[config.mk]
export PLATFORM = sky130hd
export DESIGN_NAME = pacman_scan_gen
export DESIGN_NICKNAME = d
export VERILOG_FILES = /design/src/rtl/pacman_scan_gen_pkg.sv /design/src/rtl/pacman_scan_gen_scaler.sv /design/src/rtl/pacman_scan_gen.sv
export SDC_FILE = /design/constraint.sdc
export NUM_CORES = 1
export LEC_CHECK = 0
export CAP_MARGIN = 15
export CORE_ASPECT_RATIO = 1.75
export CORE_MARGIN = 2
export CORE_UTILIZATION = 40
export CTS_CLUSTER_DIAMETER = 60
export DETAILED_ROUTE_END_ITERATION = 10
export GPL_TIMING_DRIVEN = 0
export PLACE_DENSITY = 0.55
export SYNTH_ARGS = -nofsm -noshare
export SYNTH_HDL_FRONTEND = slang
export SYNTH_HIERARCHICAL = 1
export SYNTH_SLANG_ARGS = --single-unit
[constraint.sdc]
create_clock -name vga_pix_clk -period 4.5 [get_ports vga_pix_clk]
set_input_delay 0.675 -clock vga_pix_clk [delete_from_list [all_inputs] [get_ports vga_pix_clk]]
set_output_delay 0.675 -clock vga_pix_clk [all_outputs]
set_load 0.005 [all_outputs]
[src/rtl/pacman_scan_gen_pkg.sv]
// ============================================================================
// Module      : pacman_scan_gen_pkg
// Description : Shared VGA timing defaults (VGA_*) and Pac-Man field
//               geometry (PACMAN_*) for the raster scan generator.
// Revision    : 1.0 - initial release
// ============================================================================
`default_nettype none

package pacman_scan_gen_pkg;

  // VGA 640x480@60 timing group
  localparam int VGA_H_ACTIVE = 640;
  localparam int VGA_H_FP     = 16;
  localparam int VGA_H_SYNC   = 96;
  localparam int VGA_H_BP     = 48;
  localparam int VGA_V_ACTIVE = 480;
  localparam int VGA_V_FP     = 10;
  localparam int VGA_V_SYNC   = 2;
  localparam int VGA_V_BP     = 33;
  localparam int VGA_H_TOTAL  = VGA_H_ACTIVE + VGA_H_FP + VGA_H_SYNC + VGA_H_BP;
  localparam int VGA_V_TOTAL  = VGA_V_ACTIVE + VGA_V_FP + VGA_V_SYNC + VGA_V_BP;

  // Pac-Man game field group
  localparam int PACMAN_H_VISIBLE_AREA = 224;
  localparam int PACMAN_V_VISIBLE_AREA = 288;
  localparam int PACMAN_SCALE          = 1;
  localparam int PACMAN_H_OFFSET       = 208;
  localparam int PACMAN_V_OFFSET       = 96;

  typedef struct packed {
    logic in_win;
    logic sub_zero;
  } axis_flags_t;

  function automatic int cnt_width(input int n);
    return (n > 1) ? $clog2(n) : 1;
  endfunction

endpackage

`default_nettype wire

[src/rtl/pacman_scan_gen_scaler.sv]
// ============================================================================
// Module      : scan_axis_scaler
// Description : One raster axis mapped onto game space: window detect,
//               SCALE sub-counter and game coordinate. Outputs are the
//               next-cycle values so the parent can register them in step.
// Revision    : 1.0 - initial release
// ============================================================================
`default_nettype none

module scan_axis_scaler
  import pacman_scan_gen_pkg::*;
#(
  parameter int POS_W   = 10,
  parameter int COORD_W = 8,
  parameter int START   = 0,
  parameter int LEN     = 1,
  parameter int SCALE   = 1
) (
  input  logic               clk,
  input  logic               rst,
  input  logic [POS_W-1:0]   pos_d,
  input  logic               adv,
  output axis_flags_t        flags_d,
  output logic [COORD_W-1:0] coord_d
);

  localparam int               SUB_W      = cnt_width(SCALE);
  localparam logic [POS_W-1:0] C_START    = POS_W'(START);
  localparam logic [POS_W-1:0] C_END      = POS_W'(START + LEN * SCALE);
  localparam logic [SUB_W-1:0] C_SUB_LAST = SUB_W'(SCALE - 1);

  logic [SUB_W-1:0]   sub_q;
  logic [SUB_W-1:0]   sub_d;
  logic [COORD_W-1:0] coord_q;
  logic               in_win;

  always_comb begin
    in_win  = (pos_d >= C_START) && (pos_d < C_END);
    sub_d   = sub_q;
    coord_d = coord_q;
    // The left/top edge re-seeds the counters, so no state leaks across lines
    if (!in_win || (pos_d == C_START)) begin
      sub_d   = '0;
      coord_d = '0;
    end else if (adv) begin
      if (sub_q == C_SUB_LAST) begin
        sub_d   = '0;
        coord_d = coord_q + COORD_W'(1);
      end else begin
        sub_d = sub_q + SUB_W'(1);
      end
    end
    flags_d.in_win   = in_win;
    flags_d.sub_zero = (sub_d == '0);
  end

  always_ff @(posedge clk) begin
    if (!rst) begin
      sub_q   <= '0;
      coord_q <= '0;
    end else begin
      sub_q   <= sub_d;
      coord_q <= coord_d;
    end
  end

endmodule

`default_nettype wire

[src/rtl/pacman_scan_gen.sv]
// ============================================================================
// Module      : pacman_scan_gen
// Description : VGA raster scan generator with game-field mapping (sx/sy,
//               game_pix_stb, frame_stb). Build option SCAN_SYNC_DELAY_EN
//               delays hsync/vsync/vga_active by one pixel clock.
// Revision    : 1.0 - initial release
// ============================================================================
`default_nettype none

module pacman_scan_gen
  import pacman_scan_gen_pkg::*;
#(
  parameter int H_ACTIVE = VGA_H_ACTIVE,
  parameter int H_FP     = VGA_H_FP,
  parameter int H_SYNC   = VGA_H_SYNC,
  parameter int H_BP     = VGA_H_BP,
  parameter int V_ACTIVE = VGA_V_ACTIVE,
  parameter int V_FP     = VGA_V_FP,
  parameter int V_SYNC   = VGA_V_SYNC,
  parameter int V_BP     = VGA_V_BP,
  parameter int GAME_W   = PACMAN_H_VISIBLE_AREA,
  parameter int GAME_H   = PACMAN_V_VISIBLE_AREA,
  parameter int SCALE    = PACMAN_SCALE,
  parameter int H_OFFSET = PACMAN_H_OFFSET,
  parameter int V_OFFSET = PACMAN_V_OFFSET
) (
  input  logic                       vga_pix_clk,
  input  logic                       rst,
  output logic                       hsync,
  output logic                       vsync,
  output logic                       vga_active,
  output logic                       display_enabled,
  output logic [$clog2(GAME_W)-1:0]  sx,
  output logic [$clog2(GAME_H)-1:0]  sy,
  output logic                       game_pix_stb,
  output logic                       frame_stb
);

  localparam int H_TOTAL = H_ACTIVE + H_FP + H_SYNC + H_BP;
  localparam int V_TOTAL = V_ACTIVE + V_FP + V_SYNC + V_BP;
  localparam int H_W     = $clog2(H_TOTAL);
  localparam int V_W     = $clog2(V_TOTAL);
  localparam int SX_W    = $clog2(GAME_W);
  localparam int SY_W    = $clog2(GAME_H);

  localparam logic [H_W-1:0] C_H_LAST     = H_W'(H_TOTAL - 1);
  localparam logic [V_W-1:0] C_V_LAST     = V_W'(V_TOTAL - 1);
  localparam logic [H_W-1:0] C_H_ACTIVE   = H_W'(H_ACTIVE);
  localparam logic [V_W-1:0] C_V_ACTIVE   = V_W'(V_ACTIVE);
  localparam logic [H_W-1:0] C_HS_START   = H_W'(H_ACTIVE + H_FP);
  localparam logic [H_W-1:0] C_HS_END     = H_W'(H_ACTIVE + H_FP + H_SYNC);
  localparam logic [V_W-1:0] C_VS_START   = V_W'(V_ACTIVE + V_FP);
  localparam logic [V_W-1:0] C_VS_END     = V_W'(V_ACTIVE + V_FP + V_SYNC);
  localparam logic           C_REPEAT_STB = (SCALE > 1);

  logic            run_q;
  logic [H_W-1:0]  h_q, h_d;
  logic [V_W-1:0]  v_q, v_d;

  logic            hsync_q, hsync_d;
  logic            vsync_q, vsync_d;
  logic            vga_active_q, vga_active_d;
  logic            display_enabled_q, display_enabled_d;
  logic [SX_W-1:0] sx_q, sx_d;
  logic [SY_W-1:0] sy_q, sy_d;
  logic            game_pix_stb_q, game_pix_stb_d;
  logic            frame_stb_q, frame_stb_d;

  axis_flags_t     h_flags, v_flags;
  logic [SX_W-1:0] h_coord;
  logic [SY_W-1:0] v_coord;
  logic            line_wrap;

  // Position presented on the coming edge; the first running edge shows (0,0)
  always_comb begin
    h_d = '0;
    v_d = '0;
    if (run_q) begin
      if (h_q == C_H_LAST) begin
        h_d = '0;
        v_d = (v_q == C_V_LAST) ? '0 : v_q + V_W'(1);
      end else begin
        h_d = h_q + H_W'(1);
        v_d = v_q;
      end
    end
    line_wrap = (h_d == '0);
  end

  scan_axis_scaler #(
    .POS_W   (H_W),
    .COORD_W (SX_W),
    .START   (H_OFFSET),
    .LEN     (GAME_W),
    .SCALE   (SCALE)
  ) u_h_scaler (
    .clk     (vga_pix_clk),
    .rst     (rst),
    .pos_d   (h_d),
    .adv     (1'b1),
    .flags_d (h_flags),
    .coord_d (h_coord)
  );

  scan_axis_scaler #(
    .POS_W   (V_W),
    .COORD_W (SY_W),
    .START   (V_OFFSET),
    .LEN     (GAME_H),
    .SCALE   (SCALE)
  ) u_v_scaler (
    .clk     (vga_pix_clk),
    .rst     (rst),
    .pos_d   (v_d),
    .adv     (line_wrap),
    .flags_d (v_flags),
    .coord_d (v_coord)
  );

  always_comb begin
    hsync_d           = !((h_d >= C_HS_START) && (h_d < C_HS_END));
    vsync_d           = !((v_d >= C_VS_START) && (v_d < C_VS_END));
    vga_active_d      = (h_d < C_H_ACTIVE) && (v_d < C_V_ACTIVE);
    display_enabled_d = h_flags.in_win && v_flags.in_win;
    sx_d              = display_enabled_d ? h_coord : '0;
    sy_d              = display_enabled_d ? v_coord : '0;
    // With SCALE>1 every physical line of a game row strobes, not just its first
    game_pix_stb_d    = display_enabled_d && h_flags.sub_zero &&
                        (C_REPEAT_STB || v_flags.sub_zero);
    frame_stb_d       = (h_d == '0) && (v_d == '0);
  end

  always_ff @(posedge vga_pix_clk) begin
    if (!rst) begin
      run_q             <= 1'b0;
      h_q               <= '0;
      v_q               <= '0;
      hsync_q           <= 1'b1;
      vsync_q           <= 1'b1;
      vga_active_q      <= 1'b0;
      display_enabled_q <= 1'b0;
      sx_q              <= '0;
      sy_q              <= '0;
      game_pix_stb_q    <= 1'b0;
      frame_stb_q       <= 1'b0;
    end else begin
      run_q             <= 1'b1;
      h_q               <= h_d;
      v_q               <= v_d;
      hsync_q           <= hsync_d;
      vsync_q           <= vsync_d;
      vga_active_q      <= vga_active_d;
      display_enabled_q <= display_enabled_d;
      sx_q              <= sx_d;
      sy_q              <= sy_d;
      game_pix_stb_q    <= game_pix_stb_d;
      frame_stb_q       <= frame_stb_d;
    end
  end

`ifdef SCAN_SYNC_DELAY_EN
  logic hsync_dly_q;
  logic vsync_dly_q;
  logic vga_active_dly_q;

  // Aligns sync/blanking with a downstream pixel path that has one map-read stage
  always_ff @(posedge vga_pix_clk) begin
    if (!rst) begin
      hsync_dly_q      <= 1'b1;
      vsync_dly_q      <= 1'b1;
      vga_active_dly_q <= 1'b0;
    end else begin
      hsync_dly_q      <= hsync_q;
      vsync_dly_q      <= vsync_q;
      vga_active_dly_q <= vga_active_q;
    end
  end

  assign hsync      = hsync_dly_q;
  assign vsync      = vsync_dly_q;
  assign vga_active = vga_active_dly_q;
`else
  assign hsync      = hsync_q;
  assign vsync      = vsync_q;
  assign vga_active = vga_active_q;
`endif

  assign display_enabled = display_enabled_q;
  assign sx              = sx_q;
  assign sy              = sy_q;
  assign game_pix_stb    = game_pix_stb_q;
  assign frame_stb       = frame_stb_q;

endmodule

`default_nettype wire

# After elaboration in Yosys (flattened, before gate mapping)
# Index checks and enable logic that the tools add are counted.
[op_classes]
mux = 16
reduce_logical = 18
n_bitwise = 2
eq_ne = 4
order_cmp = 10
add_sub_neg = 6
[op_table]
columns = ["cell", "count"]
rows = [
  ["$mux W10", 5],
  ["$lt A10 B9 Y1 const B", 4],
  ["$mux W9", 3],
  ["$add A10 B1 Y10 const B", 2],
  ["$eq A10 B10 Y1 const B", 2],
  ["$logic_not A10 Y1", 2],
  ["$lt A10 B10 Y1 const B", 2],
  ["$mux W8", 2],
  ["$eq A10 B7 Y1 const B", 1],
  ["$eq A10 B8 Y1 const B", 1],
  ["$ge A10 B10 Y1 const B", 1],
  ["$ge A10 B7 Y1 const B", 1],
  ["$ge A10 B8 Y1 const B", 1],
  ["$ge A10 B9 Y1 const B", 1],
  ["$add A9 B1 Y9 const B", 1],
  ["$logic_and A1 B1 Y1", 9],
  ["$add A8 B1 Y8 const B", 1],
  ["$mux W1", 6],
  ["$logic_not A1 Y1", 4],
  ["$add A1 B1 Y1 const B", 2],
  ["$logic_or A1 B1 Y1", 2],
  ["$not A1 Y1", 2],
  ["$reduce_and A2 Y1", 1],
]
[totals]
output_inout_bits = 23
ff_bits = 63

# Depth between registers and ports, before layout
# Gate-level depths: netlist of run 1.
[logic_depth]
depth_word = 11
ltp_mapped = 16

# Cells and area by module
# The synthesis of run 1 kept the hierarchy.
[modules_own_cells]
columns = ["module", "seq_area_each_um2", "instances", "area_per_inst_um2", "cells_per_inst"]
rows = [
  ["pacman_scan_gen", 880.8, 1, 2038.2, 234],
  ["scan_axis_scaler at u_h_scaler", 180.2, 1, 575.6, 66],
  ["scan_axis_scaler at u_v_scaler", 200.2, 1, 555.5, 64],
]

# Least setup slack after synthesis of run 1
# No wires, ideal clock.
[synth_timing]
path_type = "register to register"
startpoint = "register h_q[0]"
endpoint = "register sx_q[0] (netlist: sx[0])"
t_required_ns = 4.385
stages_incl_launch_ff = 17
n_path_buf = 6
slack_ns = 1.047
synth_period_minus_slack_ns = 3.453
t_arrival_ns = 3.338
setup_time_ns = 0.115
cell_sequence = "dfxtp_1 > ha_1 > nand4_1 > or3_1 > buf_6 > nand2_1 > clkbuf_1 > nor2_1 > o211a_1 > o221ai_2 > buf_2 > inv_1 > buf_4 > and3_1 > clkbuf_1 > clkbuf_1 > and2_1"
[synth_via]
elab_chain_cells = 8
[synth_lines]
columns = ["item", "line_no", "text"]
rows = [
  ["start: declaration", "pacman_scan_gen.sv:57", "logic [H_W-1:0] h_q, h_d;"],
  ["start signal: assignment", "pacman_scan_gen.sv:136", "h_q <= '0;"],
  ["start signal: assignment", "pacman_scan_gen.sv:148", "h_q <= h_d;"],
  ["$add A10 B1 Y10 / $eq A10 B10 Y1 (equally long branches)", "pacman_scan_gen.sv:83, pacman_scan_gen.sv:79", ""],
  ["$mux W10 (*)", "pacman_scan_gen.sv:79", "if (h_q == C_H_LAST) begin"],
  ["$mux W10 (*)", "pacman_scan_gen.sv:78", "if (run_q) begin"],
  ["via h_d[5]", "pacman_scan_gen.sv:57", ""],
  ["$ge A10 B8 Y1 / $lt A10 B9 Y1 (equally long branches)", "pacman_scan_gen_scaler.sv:38", "in_win = (pos_d >= C_START) && (pos_d < C_END);"],
  ["$logic_and A1 B1 Y1 (*)", "pacman_scan_gen_scaler.sv:38", ""],
  ["via u_h_scaler.in_win", "pacman_scan_gen_scaler.sv:35", "logic in_win;"],
  ["$logic_not A1 Y1", "pacman_scan_gen_scaler.sv:42", "if (!in_win || (pos_d == C_START)) begin"],
  ["$logic_or A1 B1 Y1", "pacman_scan_gen_scaler.sv:42", ""],
  ["$mux W8", "pacman_scan_gen_scaler.sv:42", ""],
  ["end signal: assignment", "pacman_scan_gen.sv:142", "sx_q <= '0;"],
  ["end signal: assignment", "pacman_scan_gen.sv:154", "sx_q <= sx_d;"],
  ["end: declaration", "pacman_scan_gen.sv:64", "logic [SX_W-1:0] sx_q, sx_d;"],
]
# Mark *: on every way through the listed nets, which the timed path passes. The rest lies on a longest branch.
# A chain may end at the register's enable or synchronous reset.

# Worst setup path in the final report of run 1
[layout_timing]
startpoint = "register h_q[0]"
endpoint = "register sy_q[7] (netlist: sy[7])"
[layout_lines]
columns = ["item", "line_no", "text"]
rows = [
  ["$add A10 B1 Y10 / $eq A10 B10 Y1 (equally long branches)", "pacman_scan_gen.sv:83, pacman_scan_gen.sv:79", ""],
  ["$mux W10 (*)", "pacman_scan_gen.sv:79", ""],
  ["$mux W10 (*)", "pacman_scan_gen.sv:78", ""],
  ["via h_d[5]", "pacman_scan_gen.sv:57", ""],
  ["$ge A10 B8 Y1 / $lt A10 B9 Y1 (equally long branches)", "pacman_scan_gen_scaler.sv:38", ""],
  ["$logic_and A1 B1 Y1 (*)", "pacman_scan_gen_scaler.sv:38", ""],
  ["via u_h_scaler.in_win", "pacman_scan_gen_scaler.sv:35", ""],
  ["$logic_and A1 B1 Y1 (*)", "pacman_scan_gen.sv:124", "display_enabled_d = h_flags.in_win && v_flags.in_win;"],
  ["$reduce_and A2 Y1 (no line) (*)", "--", ""],
  ["end signal: assignment", "pacman_scan_gen.sv:155", "sy_q <= sy_d;"],
  ["end: declaration", "pacman_scan_gen.sv:65", "logic [SY_W-1:0] sy_q, sy_d;"],
]
# Marks and branches as above.

==> out/qor.yml, run 1 <==
setup_path:
  crit_chain: "ha_1 -> nand4_1 -> or3_1 -> buf_6 -> nand2_1 -> nor2_1 -> o211a_1 -> o221ai_2 -> buf_2 -> inv_1 -> buf_4 -> and3_1 -> clkbuf_1 -> clkbuf_1 -> and2_1"
  endpoint: "sy[7]"
  crit_start: "h_q[0]"
  critPathKind: "flip-flop to flip-flop"
  cp.depth: 15
  cpMostUsedCell: "clkbuf_1"
  rr_worst_depth: 15
  crit_family: "simple AND/OR/NAND/NOR gates"
  cp.arrival_ns: 4.26
  rrSetupSlack_ns: 0.47
  slowest_stage: "dfxtp_1"
  critPathBufInv: 6
  max_stage_delay_ns: 0.43
  r2r_start: "h_q[0]"
  crit_required_ns: 4.73
  crit_fanout: 14
  r2r-end: "sy[7]"
  start_kind: "flip-flop"
  cp-end-kind: "flip-flop"
yosys:
  yosysWarnings: 6
  synth_ff_type: "dfxtp_1"
  synth_edf_count: 0
  async_flop_share_pct: 0
  synth.mux.area_fraction_pct: 1.46
  synth_top_family_by_area: "simple AND/OR/NAND/NOR gates"
  synth_adder_area_share_pct: 1.97
  synth_seq_cells: 63
  synth-xor-area-share_pct: 8.29
  synth_cell_types: 59
  synth_cells: 364
  synth_compound_area_share_pct: 11.4
  syn_avg_cell_area_um2: 8.71
  synth-simple-area-share_pct: 31.5
  yosysSeqAreaShare_pct: 39.8
  netlist_area_um2: 3170
finish:
  fill_cells: 781
  final_cell_mix: "63 x dfxtp_1, 51 x nor2_1, 26 x and2_1"
  drive_gt1_share_pct: 10.3
  num_antenna_cells: 0
  area.sequential_um2: 1260
  nNetsFinal: 409
  multi_input_area_um2: 1750
  layout_commonest_cell: "dfxtp_1"
  syn2layout_area_growth_pct: 21.2
floorplanning:
  io_pins: 25
  rows: 43
  die_w_um: 71.3
  die-area_um2: 8680
  core_um2: 7800
  die_h_um: 122
  initial_core_util_pct: 40.6
sta:
  finalSetupViolCount: 0
  setup_tns_ns: 0
  finalHoldViolCount: 0
  rsz0062_at_grt: "false"
  skew_ns: 0.00460
  post-route-period-util_pct: 89.6
  fin_crit_ns: 4.03
  fmax_ghz: 0.248
  tightestPinTransition_ns: 0.819
  max_slew_margin_pct: 44.9
  drv_slew: 0
  whs_ns: 0.502
power_and_ir_drop:
  p_clk_share_pct: 54.2
  p_sw_uw: 277
  ir_worst_vdd_mv: 0.217
  switching_share_pct: 21.5
  power_density_nw_per_um2: 336
  p_comb_share_pct: 2.2
  p_leak_uw: 0.00132
  p_int_uw: 1010
  seqPwrFrac_pct: 43.5
clocking:
  cts_tree: "yes"
  cts_setup_buffers: 0
  insertion_delay_ns: 0.33
  cts-buffers-inserted: 9
  htree_num_levels: 3
  clockBufferDepth: 2
  path_clk_slew_ns: 0.05
  cts.sinks: 63
  cts.repair.resized: 0
  cts_root_buf: "clkbuf_16"
  holdBufCountCts: 0
drt:
  drt_first_pass_iters: 4
  via_count: 2617
  drt.antenna.violating_nets: 0
  routed_wl_um: 7080
  viasPerCell: 5.27
  drc_errors: 0
  drtIter0Drc: 124
  wl_per_cell_um: 14.2
place:
  dp_hpwl_um: 5180
  port_buffers: 24
  gp_congestion: 0.873
global_routing:
  grt_antenna_before_repair: 0
  grt_pass1_vias: 2591
  grt_max_degree: 13
  track_usage_pct: 18.0
  grt_pass1_wl_um: 12000
  grt-ovfl-total: 0
hold_path:
  hp-start: "u_v_scaler/sub_q"
  hold_path_class: "flip-flop to flip-flop"
status:
  status: "complete, no violations"
job:
  maxCapViolations: 0
-- cells in the mapped netlist, types with 2 or more instances --
| master | instances | area [um2] |
|---|---|---|
| a211oi_1 | 12 | 90.1 |
| a21boi_0 | 2 | 15.0 |
| a21oi_1 | 5 | 25.0 |
| and2_1 | 26 | 163 |
| and3_1 | 4 | 25.0 |
| and4_1 | 2 | 17.5 |
| buf_2 | 3 | 15.0 |
| buf_4 | 3 | 22.5 |
| buf_6 | 3 | 33.8 |
| clkbuf_1 | 9 | 33.8 |
| dfxtp_1 | 63 | 1260 |
| ha_1 | 5 | 62.6 |
| inv_1 | 13 | 48.8 |
| mux2i_1 | 2 | 20.0 |
| nand2_1 | 20 | 75.1 |
| nand3_1 | 11 | 55.1 |
| nand3b_1 | 3 | 22.5 |
| nand4_1 | 9 | 56.3 |
| nand4b_1 | 2 | 17.5 |
| nor2_1 | 51 | 191 |
| nor2b_1 | 2 | 12.5 |
| nor3_1 | 23 | 115 |
| nor4_1 | 7 | 43.8 |
| nor4b_1 | 3 | 26.3 |
| o21ai_0 | 9 | 45.0 |
| o22ai_1 | 2 | 12.5 |
| o31ai_1 | 3 | 22.5 |
| or2_2 | 2 | 12.5 |
| or3_1 | 6 | 37.5 |
| or4_4 | 2 | 22.5 |
| xnor2_1 | 20 | 175 |
| xor2_1 | 10 | 87.6 |
-- metal layers --
metal / wire length (um) / GRT usage, % / vias up / part of all wire, %
met5: 0 / 0 / - / 0
met3: 187 / 4.63 / 17 / 2.6
met4: 252 / 11.0 / 0 / 3.6
li1: - / - / 1343 / -
met1: 2870 / 18.7 / 1219 / 41
met2: 3770 / 31.7 / 38 / 53
-- kinds of logic after synthesis --
logic type,after synthesis
xor gates and xnor gates,30
other,1
DFF,63
and+or+nand+nor,183
AOI/OAI and AO/OA,44
buffers and inverters,34
muxes,4
adders and majority gates,5
-- registers in the layout, summed over array words and instances, names as in the netlist --
signal	cells
sy	9
run_q	1
hsync	1
u_v_scaler/coord_q	9
h_q	10
game_pix_stb	1
vga_active	1
u_v_scaler/sub_q	1
u_h_scaler/coord_q	8
u_h_scaler/sub_q	1
v_q	10
display_enabled	1
vsync	1
sx	8
frame_stb	1
-- final cells by class --
cell class                 count  area share (%)
multi-input combinational    271            45.5
sequential                    63            32.8
timing repair buffer          24            6.25
clock buffer                  10            6.22
buffer                        19            3.09
tap                           90            2.93
clock inverter                 6            1.82
inverter                      14            1.37
-- power by group through the flow --
stage / clock network, uW / logic, uW / registers (uW)
floorplan: 0 / 18.3 / 574
global placement: 0 / 29.3 / 574
detailed placement: 0 / 29.5 / 574
CTS: 725 / 29.6 / 562
global route: 741 / 32.5 / 562
finish: 701 / 29.0 / 562
-- worst min path at each step --
| stage | endpoint | slack [ns] | cells after the start |
|---|---|---|---|
| after global routing | u_v_scaler/sub_q | 0.52 | 1 |
| after global placement | u_v_scaler/sub_q | 0.48 | 1 |
| after CTS | u_v_scaler/sub_q | 0.50 | 1 |
| after floorplan | h_q[0] | 0.45 | 1 |
| final | u_v_scaler/sub_q | 0.50 | 1 |
| after detailed placement | u_v_scaler/sub_q | 0.49 | 1 |
-- through the flow --
stage	worst slack (ns)	power (uW)	instances	utilization, %	cell area, um2
floorplan	1.05	592	368	-	3180
global placement	0.256	603	482	45.3	3540
detailed placement	0.225	604	482	45.3	3540
CTS	0.212	1320	498	49.3	3850
global route	0.0333	1340	497	49.3	3840
finish	0.466	1290	497	49.3	3840
Power figures use the tool's default switching activity.
==> inputs of run 2 (changes only) <==
--- a/config.mk
+++ b/config.mk
@@ -6,13 +6,13 @@
 export NUM_CORES = 1
 export LEC_CHECK = 0
 export CAP_MARGIN = 15
-export CORE_ASPECT_RATIO = 1.75
 export CORE_MARGIN = 2
 export CORE_UTILIZATION = 40
 export CTS_CLUSTER_DIAMETER = 60
 export DETAILED_ROUTE_END_ITERATION = 10
 export GPL_TIMING_DRIVEN = 0
 export PLACE_DENSITY = 0.55
+export SETUP_SLACK_MARGIN = 0.4
 export SYNTH_ARGS = -nofsm -noshare
 export SYNTH_HDL_FRONTEND = slang
 export SYNTH_HIERARCHICAL = 1
==> out/qor.yml, run 2 (synthesis gave the netlist of run 1 again) <==
status:
  status: "complete, no violations"  # unchanged
drt:
  drtIter0Drc: 74  # was 124
  drt_first_pass_iters: 4  # unchanged
  routed_wl_um: 7030  # was 7080 um
  viasPerCell: 5.08  # was 5.27
  drt.antenna.violating_nets: 0  # unchanged
  wl_per_cell_um: 13.8  # was 14.2 um
  via_count: 2596  # was 2617
  drc_errors: 0  # unchanged
sta:
  post-route-period-util_pct: 83.3  # was 89.6%
  fmax_ghz: 0.267  # was 0.248 GHz
  fin_crit_ns: 3.75  # was 4.03 ns
  skew_ns: 0.00742  # was 0.00460 ns
  rsz0062_at_grt: "false"  # unchanged
  max_slew_margin_pct: 45.2  # was 44.9%
  finalHoldViolCount: 0  # unchanged
  whs_ns: 0.505  # was 0.502 ns
  setup_tns_ns: 0  # unchanged
  tightestPinTransition_ns: 0.814  # was 0.819 ns
  finalSetupViolCount: 0  # unchanged
  drv_slew: 0  # unchanged
setup_path:
  critPathBufInv: 7  # was 6
  cp-end-kind: "flip-flop"  # unchanged
  critPathKind: "flip-flop to flip-flop"  # unchanged
  crit_chain: "ha_1 -> nand4_1 -> or3_1 -> buf_6 -> nand2_1 -> clkbuf_2 -> nor2_1 -> o211a_1 -> o221ai_4 -> clkbuf_4 -> inv_1 -> buf_4 -> and3_1 -> clkbuf_2 -> clkbuf_2 -> and2_1"  # was ha_1 -> nand4_1 -> or3_1 -> buf_6 -> nand2_1 -> nor2_1 -> o211a_1 -> o221ai_2 -> buf_2 -> inv_1 -> buf_4 -> and3_1 -> clkbuf_1 -> clkbuf_1 -> and2_1
  crit_family: "buffers and inverters"  # was simple AND/OR/NAND/NOR gates
  cp.arrival_ns: 3.98  # was 4.26 ns
  crit_fanout: 10  # was 14
  crit_required_ns: 4.74  # was 4.73 ns
  start_kind: "flip-flop"  # unchanged
  slowest_stage: "dfxtp_1"  # unchanged
  max_stage_delay_ns: 0.43  # about the same
  cpMostUsedCell: "clkbuf_2"  # was clkbuf_1
global_routing:
  grt_antenna_before_repair: 0  # unchanged
  grt_pass1_wl_um: 12100  # was 12000 um
  grt-ovfl-total: 0  # unchanged
  grt_pass1_vias: 2586  # was 2591
  track_usage_pct: 17.7  # was 18.0%
  grt_max_degree: 13  # unchanged
place:
  port_buffers: 24  # unchanged
  gp_congestion: 0.849  # was 0.873
  dp_hpwl_um: 4960  # was 5180 um
power_and_ir_drop:
  p_leak_uw: 0.00131  # was 0.00132 uW
  ir_worst_vdd_mv: 0.161  # was 0.217 mV
  finalPower_uw: 1190  # was 1290 uW
  power_density_nw_per_um2: 311  # was 336 nW/um2
finish:
  drive_gt1_share_pct: 11.2  # was 10.3%
  fill_cells: 782  # was 781
  final_util_pct: 49.6  # was 49.3%
  final_cell_mix: "63 x dfxtp_1, 50 x nor2_1, 26 x and2_1"  # was 63 x dfxtp_1, 51 x nor2_1, 26 x and2_1
  num_antenna_cells: 0  # unchanged
  largest_registers: "h_q: 10 flops, v_q: 10 flops"  # unchanged
  layout_commonest_cell: "dfxtp_1"  # unchanged
  nNetsFinal: 411  # was 409
  syn2layout_area_growth_pct: 20.4  # was 21.2%
floorplanning:
  die_w_um: 93.0  # was 71.3 um
  die-area_um2: 8650  # was 8680 um2
  rows: 32  # was 43
  io_pins: 25  # unchanged
  core_um2: 7690  # was 7800 um2
  initial_core_util_pct: 41.2  # was 40.6%
  die_h_um: 93.0  # was 122 um
clocking:
  cts-buffers-inserted: 9  # unchanged
  htree_num_levels: 3  # unchanged
  path_clk_slew_ns: 0.07  # was 0.05 ns
  clockBufferDepth: 2  # unchanged
  insertion_delay_ns: 0.34  # was 0.33 ns
  cts_root_buf: "clkbuf_8"  # was clkbuf_16
  cts.sinks: 63  # unchanged
  cts_tree: "yes"  # unchanged
  holdBufCountCts: 0  # unchanged
hold_path:
  hold_path_class: "flip-flop to flip-flop"  # unchanged
job:
  maxCapViolations: 0  # unchanged
[run 2: cell types whose count changed in the layout (fill, tap and decap cells not counted), sizes merged]
cell      delta
clkinvlp     -3
bufinv       +2
clkbuf       +2
clkinv       +1
[run 2: repair_timing]
action,CTS,global route
cloned,0,0
setup endpoints to repair,10,10
setup buffers,0,1
resized for setup,2,6
pin swaps,0,1
[run 2: area by class of cell]
cell class,count,area (um2),share of cell area (%)
buffer,20,129,3.38
clock buffer,10,128,3.34
clock inverter,6,109,2.85
inverter,14,52.6,1.38
multi-input combinational,271,1760,46.2
sequential,63,1260,33.0
tap,102,128,3.34
timing repair buffer,25,248,6.49
[run 2: through the flow]
stage	setup WS, ns	area [um2]	instances
after detailed placement	0.219	3550	494
after global routing	0.452	3820	511
after global placement	0.286	3550	494
after floorplan	1.05	3180	368
after CTS	0.525	3800	510
final	0.750	3820	511
[run 2: worst paths after layout]
check / start / to / slack, ns / depth (start not counted)
setup / recovery: h_q[0] / sx[4] / 0.75 / 16
hold / removal: u_v_scaler/sub_q / u_v_scaler/sub_q / 0.50 / 1
setup reg to reg: h_q[0] / sx[4] / 0.75 / 16
hold reg to reg: u_v_scaler/sub_q / u_v_scaler/sub_q / 0.50 / 1
[run 2: metal layers]
metal  global-route usage, %  wire length [um]  part of all wire [%]  vias up
met5                       0                 0                     0        -
met4                    8.70               124                   1.8        0
met3                    3.14               242                   3.4       15
met2                    27.1              3120                    44       52
met1                    24.1              3550                    50     1185
li1                        -                 -                     -     1344
[run 2: where the power goes]
part | switching [uW] | internal, uW
Sequential | 1.65 | 560
Combinational | 19.3 | 9.89
Clock | 228 | 367
==> inputs of run 3 (changes only) <==
--- a/config.mk
+++ b/config.mk
@@ -11,7 +11,7 @@
 export CTS_CLUSTER_DIAMETER = 60
 export DETAILED_ROUTE_END_ITERATION = 10
 export GPL_TIMING_DRIVEN = 0
-export PLACE_DENSITY = 0.55
+export PLACE_DENSITY = 0.58
 export SETUP_SLACK_MARGIN = 0.4
 export SYNTH_ARGS = -nofsm -noshare
 export SYNTH_HDL_FRONTEND = slang
==> constraint.sdc (replaced) <==
create_clock -name vga_pix_clk -period 3.36 [get_ports vga_pix_clk]
set_input_delay 0.504 -clock vga_pix_clk [delete_from_list [all_inputs] [get_ports vga_pix_clk]]
set_output_delay 0.504 -clock vga_pix_clk [all_outputs]
set_load 0.005 [all_outputs]
==> out/qor.yml, run 3 (synthesis gave the netlist of run 1 again) <==
status:
  status: "complete, no violations"  # unchanged
sta:
  finalSetupViolCount: 0  # unchanged
  post-route-period-util_pct: 87.0  # was 83.3%
  finalHoldViolCount: 0  # unchanged
  drv_slew: 0  # unchanged
  fin_ws_ns: 0.436  # was 0.750 ns
  skew_ns: 0.00675  # was 0.00742 ns
  setup_tns_ns: 0  # unchanged
  max_slew_margin_pct: 60.9  # was 45.2%
  rsz0062_at_grt: "true"  # was false
  fin_crit_ns: 2.92  # was 3.75 ns
  fmax_ghz: 0.342  # was 0.267 GHz
  tightestPinTransition_ns: 0.580  # was 0.814 ns
finish:
  multi_input_area_um2: 1900  # was 1760 um2
  area.sequential_um2: 1270  # was 1260 um2
  nNetsFinal: 435  # was 411
  drive_gt1_share_pct: 22.4  # was 11.2%
  layout_commonest_cell: "dfxtp_1"  # unchanged
  final_cell_mix: "61 x dfxtp_1, 48 x nor2_1, 24 x clkdlybuf4s50_1"  # was 63 x dfxtp_1, 50 x nor2_1, 26 x and2_1
  syn2layout_area_growth_pct: 33.6  # was 20.4%
  fill_cells: 712  # was 782
  final_util_pct: 55.1  # was 49.6%
  largest_registers: "h_q: 10 flops, v_q: 10 flops"  # unchanged
  num_antenna_cells: 0  # unchanged
drt:
  drtIter0Drc: 73  # was 74
  wl_per_cell_um: 13.0  # was 13.8 um
  drc_errors: 0  # unchanged
  drt_first_pass_iters: 4  # unchanged
  drt.antenna.violating_nets: 0  # unchanged
  via_count: 2722  # was 2596
  viasPerCell: 5.09  # was 5.08
  routed_wl_um: 6950  # was 7030 um
global_routing:
  grt_pass1_wl_um: 11600  # was 12100 um
  grt_pass1_vias: 2503  # was 2586
  grt-ovfl-total: 0  # unchanged
  use_met2_pct: 27.8  # was 27.1%
  grtUsageMet3_pct: 4.35  # was 3.14%
  grt_max_degree: 13  # unchanged
  track_usage_pct: 17.0  # was 17.7%
  grt_antenna_before_repair: 0  # unchanged
  busiest_layer: "met2"  # unchanged
  use_met1_pct: 21.6  # was 24.1%
place:
  gp_congestion: 0.822  # was 0.849
  pre_cts_ws_ns: -0.0947  # was 0.219 ns
  port_buffers: 24  # unchanged
  dp_hpwl_um: 4770  # was 4960 um
hold_path:
  hold_path_class: "flip-flop to flip-flop"  # unchanged
floorplanning:
  die_h_um: 93.0  # unchanged
  io_pins: 25  # unchanged
  die_w_um: 93.0  # unchanged
  rows: 32  # unchanged
  initial_core_util_pct: 41.2  # unchanged
  core_um2: 7690  # unchanged
  die-area_um2: 8650  # unchanged
power_and_ir_drop:
  ir_worst_vdd_mv: 0.171  # was 0.161 mV
  power_density_nw_per_um2: 379  # was 311 nW/um2
  p_leak_uw: 0.00149  # was 0.00131 uW
clocking:
  path_clk_slew_ns: 0.07  # about the same
  clockBufferDepth: 2  # unchanged
  cts-buffers-inserted: 9  # unchanged
  cts.sinks: 63  # unchanged
  cts_root_buf: "clkbuf_8"  # unchanged
  cts_tree: "yes"  # unchanged
  insertion_delay_ns: 0.34  # about the same
  holdBufCountCts: 0  # unchanged
  htree_num_levels: 3  # unchanged
setup_path:
  crit_required_ns: 3.59  # was 4.74 ns
  critPathKind: "flip-flop to flip-flop"  # unchanged
  crit_fanout: 6  # was 10
  cp.arrival_ns: 3.16  # was 3.98 ns
  cp-end-kind: "flip-flop"  # unchanged
  start_kind: "flip-flop"  # unchanged
job:
  maxCapViolations: 0  # unchanged
-- run 3: through the flow --
step                      cell area [um2]  instances  power (uW)  hold WS, ns
after floorplan                      3300        368         796        0.439
after global placement               3670        494         810        0.460
after detailed placement             3670        494         810        0.464
after CTS                            4090        525        1620        0.498
after global routing                 4240        535        1670        0.515
final                                4240        535        1610        0.498
-- run 3: routing by layer --
metal  vias up  part of all wire (%)
li1       1393                     -
met5         -                     0
met4         0                   1.5
met3         8                   4.0
met1      1264                    48
met2        57                    46
-- run 3: worst paths after layout --
path / startpoint / endpoint / slack [ns] / cells past startpoint
hold / removal: u_v_scaler/sub_q / u_v_scaler/sub_q / 0.50 / 1
hold reg to reg: u_v_scaler/sub_q / u_v_scaler/sub_q / 0.50 / 1
setup / recovery: h_q[1] / sx[1] / 0.44 / 14
setup reg to reg: h_q[1] / sx[1] / 0.44 / 14
-- run 3: final cells by class --
cell class	instances	share of cell area, %
inverter	14	1.24
timing repair buffer	49	10.9
clock buffer	9	2.92
sequential	63	30.0
clock inverter	7	2.84
buffer	20	4.25
tap	102	3.01
multi-input combinational	271	44.9
-- run 3: power by group --
group          switching, uW  internal [uW]  leakage [uW]
registers               1.57            749      0.000510
clock network            312            495      0.000120
logic                   29.5           19.1      0.000860
-- run 3: critical path, cell delays in order (launching register included) --
cell,delay (ns)
dfxtp_4,0.36
ha_4,0.15
nand4_1,0.15
or3_4,0.36
buf_6,0.14
or3_4,0.41
xnor2_4,0.15
nor2_4,0.15
a21oi_4,0.08
a21boi_2,0.15
buf_4,0.13
and3_4,0.14
clkbuf_16,0.15
clkbuf_8,0.14
and2_1,0.15
-- run 3: timing repair --
action	4_1_cts	5_1_grt
endpoints found under the hold margin	0	0
pin swaps	8	6
setup endpoints to repair	29	29
buffers inserted	14	9
gates cloned	1	1
resized for setup	10	19
